## src/rtl/e_mdu_ctrl.sv

```systemverilog
// Multiply/divide unit controller: decodes MD instructions in E, sequences a fixed-latency busy window
// and raises the HI/LO write enables and the D-stage stall request.
module e_mdu_ctrl #(
  parameter int MULT_CYC = 5,
  parameter int DIV_CYC  = 10,
  parameter int CNT_W    = 4
) (
  input  logic        clk,
  input  logic        reset,
  input  logic [31:0] INSTR_E,
  input  logic [31:0] INSTR_D,
  output logic        start,
  output logic [2:0]  md_op,
  output logic        busy,
  output logic        hi_we,
  output logic        lo_we,
  output logic        stall_md,
  output logic [1:0]  HLSel_E,
  output logic        RFWr_E,
  output logic [2:0]  Tnew_E
);

  localparam logic [5:0] F_MULT  = 6'b011000;
  localparam logic [5:0] F_MULTU = 6'b011001;
  localparam logic [5:0] F_DIV   = 6'b011010;
  localparam logic [5:0] F_DIVU  = 6'b011011;
  localparam logic [5:0] F_MFHI  = 6'b010000;
  localparam logic [5:0] F_MTHI  = 6'b010001;
  localparam logic [5:0] F_MFLO  = 6'b010010;
  localparam logic [5:0] F_MTLO  = 6'b010011;

  localparam logic [2:0] OP_NONE  = 3'd0;
  localparam logic [2:0] OP_MULT  = 3'd1;
  localparam logic [2:0] OP_MULTU = 3'd2;
  localparam logic [2:0] OP_DIV   = 3'd3;
  localparam logic [2:0] OP_DIVU  = 3'd4;

  typedef enum logic {S_IDLE, S_BUSY} state_t;

  state_t           state_q, state_d;
  logic [CNT_W-1:0] cnt_q, cnt_d;
  logic [2:0]       md_op_q, md_op_d;

  logic [2:0] e_op;
  logic       e_mthi, e_mtlo, e_mfhi, e_mflo;
  logic       d_is_md;
  logic       in_idle, last_cyc;

  // Only opcode and func take part in decode; register fields are don't-care here.
  logic unused_instr_bits;
  assign unused_instr_bits = ^{INSTR_E[25:6], INSTR_D[25:6]};

  always_comb begin
    e_op    = OP_NONE;
    e_mthi  = 1'b0;
    e_mtlo  = 1'b0;
    e_mfhi  = 1'b0;
    e_mflo  = 1'b0;
    d_is_md = 1'b0;
    if (INSTR_E[31:26] == 6'b000000) begin
      case (INSTR_E[5:0])
        F_MULT:  e_op   = OP_MULT;
        F_MULTU: e_op   = OP_MULTU;
        F_DIV:   e_op   = OP_DIV;
        F_DIVU:  e_op   = OP_DIVU;
        F_MTHI:  e_mthi = 1'b1;
        F_MTLO:  e_mtlo = 1'b1;
        F_MFHI:  e_mfhi = 1'b1;
        F_MFLO:  e_mflo = 1'b1;
        default: ;
      endcase
    end
    if (INSTR_D[31:26] == 6'b000000) begin
      d_is_md = INSTR_D[5:0] inside {F_MULT, F_MULTU, F_DIV, F_DIVU,
                                     F_MFHI, F_MTHI, F_MFLO, F_MTLO};
    end
  end

  always_ff @(posedge clk or posedge reset) begin
    if (reset) begin
      state_q <= S_IDLE;
      cnt_q   <= '0;
      md_op_q <= OP_NONE;
    end else begin
      state_q <= state_d;
      cnt_q   <= cnt_d;
      md_op_q <= md_op_d;
    end
  end

  always_comb begin
    state_d = state_q;
    cnt_d   = cnt_q;
    md_op_d = md_op_q;
    case (state_q)
      S_IDLE: begin
        if (e_op != OP_NONE) begin
          state_d = S_BUSY;
          cnt_d   = (e_op == OP_MULT || e_op == OP_MULTU) ? CNT_W'(MULT_CYC) : CNT_W'(DIV_CYC);
          md_op_d = e_op;
        end
      end
      S_BUSY: begin
        // New mult/div in E is deliberately ignored here; the running op owns the counter.
        cnt_d = cnt_q - CNT_W'(1);
        if (cnt_q == CNT_W'(1)) begin
          state_d = S_IDLE;
          md_op_d = OP_NONE;
        end
      end
      default: state_d = S_IDLE;
    endcase
  end

  always_comb begin
    in_idle  = (state_q == S_IDLE);
    last_cyc = (state_q == S_BUSY) && (cnt_q == CNT_W'(1));
    start    = in_idle && (e_op != OP_NONE);
    busy     = (state_q == S_BUSY);
    md_op    = md_op_q;
    hi_we    = last_cyc || (in_idle && e_mthi);
    lo_we    = last_cyc || (in_idle && e_mtlo);
    stall_md = d_is_md && (start || busy);
    HLSel_E  = {e_mflo, e_mfhi};
    RFWr_E   = e_mfhi || e_mflo;
    Tnew_E   = (e_mfhi || e_mflo) ? 3'b001 : 3'b000;
  end

endmodule

```

## config.mk

```make
export PLATFORM = sky130hd
export DESIGN_NAME = e_mdu_ctrl
export DESIGN_NICKNAME = d
export VERILOG_FILES = /design/src/rtl/e_mdu_ctrl.sv
export SDC_FILE = /design/constraint.sdc
export NUM_CORES = 1
export LEC_CHECK = 0
export ABC_AREA = 1
export BUFFER_PORTS_ARGS = -buffer_cell sky130_fd_sc_hd__buf_4
export CORE_MARGIN = 4
export CORE_UTILIZATION = 33
export CTS_BUF_LIST = sky130_fd_sc_hd__clkbuf_2
export DETAILED_ROUTE_END_ITERATION = 6
export GPL_TIMING_DRIVEN = 0
export MAX_ROUTING_LAYER = met4
export PLACE_DENSITY = 0.84
export SLEW_MARGIN = 20
export SYNTH_ARGS = -nofsm -noshare
export SYNTH_HDL_FRONTEND = slang
export SYNTH_SLANG_ARGS = --single-unit
```

## constraint.sdc

```tcl
create_clock -name clk -period 1.43 [get_ports clk]
set_input_delay 0.0715 -clock clk [delete_from_list [all_inputs] [get_ports clk]]
set_output_delay 0.0715 -clock clk [all_outputs]
set_load 0.1 [all_outputs]
```

=== Yosys cells after proc, flatten, opt, wreduce, memory -nomap -nowiden ===
Cells that the tools add are included.

* Add/sub/neg operators: 1
* Mux-type cells: 21
* Reduce and logical (&&, ||, !) cells: 15
* Equality and inequality tests: 21
* Bitwise gates (word level): 1

{| class="wikitable"
|+ Operator list
! cell !! number
|-
| $eq A6 B5 Y1 const B || 16
|-
| $logic_not A6 Y1 || 2
|-
| $mux W1 || 12
|-
| $pmux W3 S4 || 1
|-
| $mux W3 || 3
|-
| $mux W4 || 2
|-
| $pmux W4 S2 || 1
|-
| $reduce_bool A8 Y1 || 1
|-
| $pmux W3 S2 || 1
|-
| $logic_and A1 B1 Y1 || 5
|-
| $logic_or A1 B1 Y1 || 5
|-
| $eq A4 B1 Y1 const B || 1
|-
| $ne A2 B1 Y1 const B || 2
|-
| $sub A4 B1 Y4 const B || 1
|-
| $eq A3 B1 Y1 const B || 1
|-
| $eq A3 B2 Y1 const B || 1
|-
| $reduce_bool A3 Y1 || 1
|-
| $pmux W1 S2 || 1
|-
| $reduce_and A2 Y1 || 1
|-
| $not A1 Y1 || 1
|}

* Bits of input ports: 66
* Word-level logic and storage cells: 62
* Register bits after elaboration: 8

=== Logic depth before layout (Yosys ltp) ===
Gate-level depths: netlist of the first run.

* Depth after elaboration: 8
* Mapped depth: 8

=== Least setup slack after synthesis of the first run ===
OpenSTA, ideal clock, no wires.

* Kind: reg2out
* Start: reg state_q (netlist: busy)
* End: out lo_we
* Stages on the path, launching flop included: 4
* Slack: -1.162 ns
* Arrival time: 2.521 ns
* Cell sequence: dfrtp_1 > inv_2 > nand3_1 > o21ai_1

* Longest elaborated chain between the ends: 3

{| class="wikitable"
|+ Ends and longest elaborated chain
! element !! line !! RTL
|-
| from (decl) || 40 || <nowiki>state_t state_q, state_d;</nowiki>
|-
| from (signal assigned) || 85 || <nowiki>state_q <= state_d;</nowiki>
|-
| $not A1 Y1 || n/a ||
|-
| $logic_and A1 B1 Y1 || 122 || <nowiki>lo_we = last_cyc || (in_idle && e_mtlo);</nowiki>
|-
| $logic_or A1 B1 Y1 * || 122 ||
|-
| to (decl) || 16 || <nowiki>output logic lo_we,</nowiki>
|}

Mark *: on every way between the ends. The rest lies on a longest branch, timed or not.

=== Worst setup path after layout of the first run ===
* Start: reg cnt_q[1]
* End: out lo_we

* Longest elaborated chain between the ends: 3

{| class="wikitable"
|+ Ends and longest elaborated chain
! element !! line !! RTL
|-
| from (decl) || 41 || <nowiki>logic [CNT_W-1:0] cnt_q, cnt_d;</nowiki>
|-
| from (signal assigned) || 86 || <nowiki>cnt_q <= cnt_d;</nowiki>
|-
| $eq A4 B1 Y1 || 117 || <nowiki>last_cyc = (state_q == S_BUSY) && (cnt_q == CNT_W'(1));</nowiki>
|-
| $logic_and A1 B1 Y1 || 117 ||
|-
| $logic_or A1 B1 Y1 || 122 ||
|}

No other way between the ends.

==> flow_summary.json, run 1 <==
{
  "status": "completed",
  "period_share": 0.9769,
  "placementRows": 15,
  "setup_viol": 0,
  "finalNetCount": 213,
  "hold_path_depth": 2,
  "htreeDepth": 1,
  "grt_util_met1": 0.1876,
  "grt_max_degree": 9,
  "min_period_ps": 1397,
  "areaGrowthSynthToFinish_pct": 70.43,
  "die_area_sq_mm": 0.002795,
  "clkTransAtPathRegs_ps": 80,
  "numPortBuffers": 34,
  "yosys.area.top_type": "dfrtp_1",
  "diodes": 0,
  "ir_drop_mv": 0.6438,
  "ant_nets": 0,
  "start_util": 0.3649,
  "yosys_warnings": 0,
  "drive_gt1_frac": 0.5000,
  "drt-pass1-iter-count": 5,
  "p_seq_frac": 0.348,
  "powerDensity_mw_per_mm2": 842.0,
  "power_leakage_nw": 0.6002,
  "grtUsageMet2": 0.2707,
  "hold_class": "primary input to flip-flop",
  "swShare": 0.4218,
  "power.switching_uw": 402.2,
  "grt_first_pass_wirelength_microns": 3194,
  "worstRegToRegCells": 6,
  "slew_violations": 0,
  "avgSynthCellArea_sq_um": 6.849,
  "p_clk_frac": 0.172,
  "clock_latency_ps": 250,
  "place.gp.congestion": 0.7580,
  "cap_violations": 0,
  "required_ps": 1360,
  "ys_ff_latch": 8,
  "fp.coreArea_sq_mm": 0.001821,
  "ys_types": 21,
  "cp-end-kind": "output port",
  "post_synth_main_area_contributors": "dfrtp_1, nand2_1, inv_1",
  "dp_hpwl_microns": 1533,
  "synth_seq_area_share": 0.3013,
  "vias_per_cell": 4.574,
  "cts.path.max_buffers": 2,
  "top_usage_layer": "met2",
  "dp_slack_ps": -127.4,
  "arrival_ps": 1330,
  "antenna_found_initial": 0,
  "io_pins": 80,
  "grt_use_total": 0.1601,
  "routedWlPerCell_microns": 11.99,
  "start_kind": "flip-flop",
  "grt_overflow": 0,
  "p_total_uw": 953.5,
  "grt_util_met3": 0.02254,
  "fin_ws_ps": 32.97,
  "mostFrequentLayoutCells": "buf_4, nand2_1, inv_1, nand3_1, nor2_1",
  "drc": 0,
  "crit_type": "flip-flop to output port",
  "finClkSkew_ps": 14.24,
  "cts_buffers": 3,
  "fmax_ghz": 0.7158,
  "drtIter0Drc": 18,
  "layout_commonest_cell": "buf_4",
  "die_w_microns": 52.87,
  "netlist_area_sq_um": 664.4,
  "first_global_vias": 764,
  "finalWirelength_microns": 2027,
  "cts_tree": "built",
  "p_int_uw": 551.3,
  "syn_inst": 97,
  "crit_fanout": 3,
  "hold_violations": 0,
  "yosys.area.top_type_share": 0.3013,
  "die_h_microns": 52.87,
  "clock_sinks": 8,
  "vias": 773,
  "pwr-share-comb": 0.480,
  "root_buffer": "clkbuf_2"
}
-- through the flow --
stage / TNS, ps / instances / cell area (sq um) / hold slack (ps) / util
after global routing: -21.90 / 169 / 1132 / 32.19 / 0.6220
after detailed placement: -245.8 / 157 / 988.4 / 36.59 / 0.5430
final: 0 / 169 / 1132 / 28.75 / 0.6220
after global placement: -170.2 / 157 / 988.4 / 30.86 / 0.5430
after floorplan: -125.0 / 98 / 701.9 / -112.8 / -
after CTS: 0 / 166 / 1091 / 22.50 / 0.5993
-- synth_stat cells --
cell type   n
nand2_1    22
inv_1      15
nand3_1    11
nor2_1     10
dfrtp_1     8
nor2_2      6
buf_4       5
o21ai_1     3
ha_1        2
nand3_2     2
nand4_1     2
o21ai_2     2
clkinv_4    1
conb_1      1
inv_2       1
nand2_4     1
nor2_4      1
nor3b_1     1
nor4_1      1
or2_1       1
xor2_1      1
-- cell families after synthesis --
family / count (synthesis) / synth area share
AND/OR/NAND/NOR: 58 / 0.4332
buffers and inverters: 22 / 0.1601
flip-flops: 8 / 0.3013
AO/OA/AOI/OAI: 5 / 0.04896
adder cells (fa/ha/maj): 2 / 0.03766
XOR/XNOR: 1 / 0.01319
other: 1 / 0.005644
-- worst max-delay path, stage by stage (launching register included) --
cell and delay [ps]:
dfrtp_1 370, inv_2 70, ha_1 130, nand4_1 100, buf_6 160, o21ai_4 60, buf_12 190
-- cell type report --
cell class / count / area [sq um]
inverters: 17 / 77.57
fillers: 164 / 688.2
multi-input cells: 68 / 407.9
clock buffers: 4 / 20.02
plain buffers: 5 / 37.54
repair buffers: 42 / 354.1
flip-flops and latches: 8 / 203.9
well taps: 25 / 31.28
-- registers in the layout, indices dropped and copies added, names as in the netlist --
| signal | count |
|---|---|
| md_op | 3 |
| cnt_q | 4 |
| busy | 1 |
-- final timing paths --
kind                                      startpoint                    to  slack, ps
worst min-delay path                      INSTR_E[0]  md_op[0]$_DFFE_PP0P_         30
worst max register to register  cnt_q[0]$_DFFE_PP0P_  cnt_q[1]$_DFFE_PP0P_        180
min in group asynchronous                      reset  cnt_q[0]$_DFFE_PP0P_        310
max in group asynchronous                      reset        busy$_DFF_PP0_        860
worst min register to register  md_op[1]$_DFFE_PP0P_  md_op[1]$_DFFE_PP0P_        530
worst max-delay path            cnt_q[1]$_DFFE_PP0P_                 lo_we         30
-- power by group through the flow --
stage               registers, mW  logic (mW)  clock network [mW]
floorplan                   0.350       0.246                   0
global placement            0.328       0.358                   0
detailed placement          0.331       0.387                   0
CTS                         0.330       0.405               0.164
global route                0.341       0.507               0.165
finish                      0.332       0.458               0.164
-- per-layer routing --
metal / vias up / share of wire
li1: 388 / -
met3: 8 / 0.043
met1: 348 / 0.40
met4: 0 / 0.025
met2: 29 / 0.53
met5: - / 0
-- repair_timing --
action | 4_1_cts | 5_1_grt
resized for setup | 11 | 5
cloned | 0 | 0
hold buffers | 1 | 0
endpoints found under the hold margin | 8 | 0
pin swaps | 2 | 1
setup buffers | 4 | 3
setup endpoints to repair | 5 | 5
Note: power is estimated with default switching activity, not from simulation.
==> run 2: changes to the inputs <==
--- a/config.mk
+++ b/config.mk
@@ -14,6 +14,7 @@
 export GPL_TIMING_DRIVEN = 0
 export MAX_ROUTING_LAYER = met4
 export PLACE_DENSITY = 0.84
+export REMOVE_ABC_BUFFERS = 1
 export SLEW_MARGIN = 20
 export SYNTH_ARGS = -nofsm -noshare
 export SYNTH_HDL_FRONTEND = slang
==> run 2 against run 1 <==
Against the previous run: the run now ends with negative setup slack left; clock skew down 1.7 ps; sequential cell count unchanged; cell count down 5.9%; die area unchanged; via count down 6.0%; sequential share of layout area up 1.8 points; sequential power up 2%; critical path depth down 1; setup slack worse by 78 ps; combinational power down 8.3%.
==> flow_summary.json, run 2 (synthesis results as in run 1) <==
{
  "p_total_uw": 894.9,
  "slowest_stage": "dfrtp_1",
  "cp-end-kind": "output port",
  "finalWirelength_microns": 1794,
  "areaGrowthSynthToFinish_pct": 52.73,
  "cts_tree": "built",
  "drive_gt1_frac": 0.4403,
  "crit_fanout": 4,
  "drt-pass1-iter-count": 4,
  "regMostFlops": "cnt_q",
  "seq_area_sq_um": 201.4,
  "numPortBuffers": 34,
  "vias_per_cell": 4.572,
  "clock_sinks": 8,
  "hold_class": "primary input to flip-flop",
  "finClkSkew_ps": 12.52,
  "grt_max_degree": 9,
  "setup_viol": 2,
  "fin_ws_ps": -45.02,
  "multiInputGateArea_sq_um": 382.9,
  "start_kind": "flip-flop",
  "slew_violations": 0,
  "vias": 727,
  "rsz0062_at_grt": "true",
  "placementRows": 15,
  "grt_first_pass_wirelength_microns": 2891,
  "power_leakage_nw": 0.5521,
  "cap_violations": 0,
  "first_global_vias": 735,
  "die_h_microns": 52.87,
  "largest_register_ffs": 4,
  "htreeDepth": 1,
  "start_util": 0.3649,
  "die_w_microns": 52.87,
  "routedWlPerCell_microns": 11.28,
  "required_ps": 1360,
  "clkTransAtPathRegs_ps": 90,
  "finalNetCount": 204,
  "layout_commonest_cell": "buf_4",
  "violations": "negative setup slack",
  "ff2ff_setup_slack_ps": 50,
  "fmax_ghz": 0.6780,
  "root_buffer": "clkbuf_2",
  "fp.coreArea_sq_mm": 0.001821,
  "arrival_ps": 1400,
  "crit_type": "flip-flop to output port",
  "die_area_sq_mm": 0.002795,
  "placed_cell_area_sq_um": 917.1,
  "nFillCells": 196,
  "powerDensity_mw_per_mm2": 881.9,
  "grt_use_total": 0.1413,
  "grt_overflow": 0,
  "crit_chain": "inv_2, ha_4, nand4_1, nand2_1, buf_12",
  "min_period_ps": 1475,
  "drtIter0Drc": 5,
  "final_area_sq_mm": 0.001015,
  "mostFrequentLayoutCells": "buf_4, nand2_1, inv_1, nor2_1, nand3_1",
  "cts_buffers": 3,
  "ir_drop_mv": 0.4053,
  "ant_nets": 0,
  "status": "finished, violations left",
  "dp_hpwl_microns": 1459,
  "cts.path.max_buffers": 2,
  "antenna_found_initial": 0,
  "drc": 0,
  "period_share": 1.031,
  "hold_violations": 0,
  "io_pins": 80,
  "clock_latency_ps": 240,
  "diodes": 0,
  "max_stage_delay_ps": 380,
  "place.gp.congestion": 0.8317
}
run 2: cell count changes in the layout (fill, tap and decap cells not counted), moves of 2 or more:
cell    before  now
nor2_1       8   10
buf_6        3    0
buf_4       41   35
nor2_4       3    1
run 2: routing by layer:
layer  share of wire  up-vias  track usage
met5               0        -            -
met4          0.0022        0      0.02553
met3           0.075        2      0.03662
met2            0.53       27       0.2727
met1            0.39      329       0.1426
li1                -      369            -
run 2: worst max-delay path: cells and delay by family (launching register included):
| family | cells | cell delay (ps) |
|---|---|---|
| buffers and inverters | 2 | 270 |
| AND/OR/NAND/NOR | 2 | 390 |
| flip-flops | 1 | 380 |
| adder cells (fa/ha/maj) | 1 | 120 |
run 2: area by class of cell:
type | count | area share
multi-input combinational | 68 | 0.3773
clock buffer | 3 | 0.01480
sequential | 8 | 0.1985
timing repair buffer | 38 | 0.3083
tap | 25 | 0.03083
inverter | 17 | 0.07028
run 2: timing repair:
| item | CTS | global route |
|---|---|---|
| hold buffers | 1 | 0 |
| buffers inserted | 4 | 0 |
| endpoints found under the hold margin | 8 | 0 |
| pin swaps | 3 | 0 |
| setup endpoints to repair | 2 | 7 |
| gates resized for setup | 7 | 6 |
run 2: power breakdown:
group,internal (mW),switching (mW)
Clock,0.0572,0.0804
Sequential,0.287,0.0505
Combinational,0.168,0.252
run 2: per-stage QoR:
| stage | hold WS, ps | cells | utilization | worst slack (ps) | TNS (ps) |
|---|---|---|---|---|---|
| 6_report | 29.69 | 159 | 0.5574 | -45.02 | -66.72 |
| 5_1_grt | 26.06 | 159 | 0.5574 | -98.70 | -184.2 |
| 4_1_cts | 19.94 | 160 | 0.5498 | -58.52 | -61.11 |
| 3_5_place_dp | 45.79 | 152 | 0.5038 | -59.79 | -80.06 |
| 3_3_place_gp | 36.92 | 152 | 0.5038 | 4.985 | 0 |
| 2_1_floorplan | -112.8 | 93 | - | -1162 | -6088 |
run 2: final timing paths:
| check | end | from | cells after the start |
|---|---|---|---|
| max | hi_we | cnt_q[1]$_DFFE_PP0P_ | 5 |
| min | md_op[0]$_DFFE_PP0P_ | INSTR_E[0] | 2 |
| max reg2reg | md_op[1]$_DFFE_PP0P_ | cnt_q[1]$_DFFE_PP0P_ | 7 |
| min reg2reg | md_op[1]$_DFFE_PP0P_ | md_op[1]$_DFFE_PP0P_ | 2 |
| max in group asynchronous | busy$_DFF_PP0_ | reset | 3 |
| min in group asynchronous | cnt_q[1]$_DFFE_PP0P_ | reset | 3 |
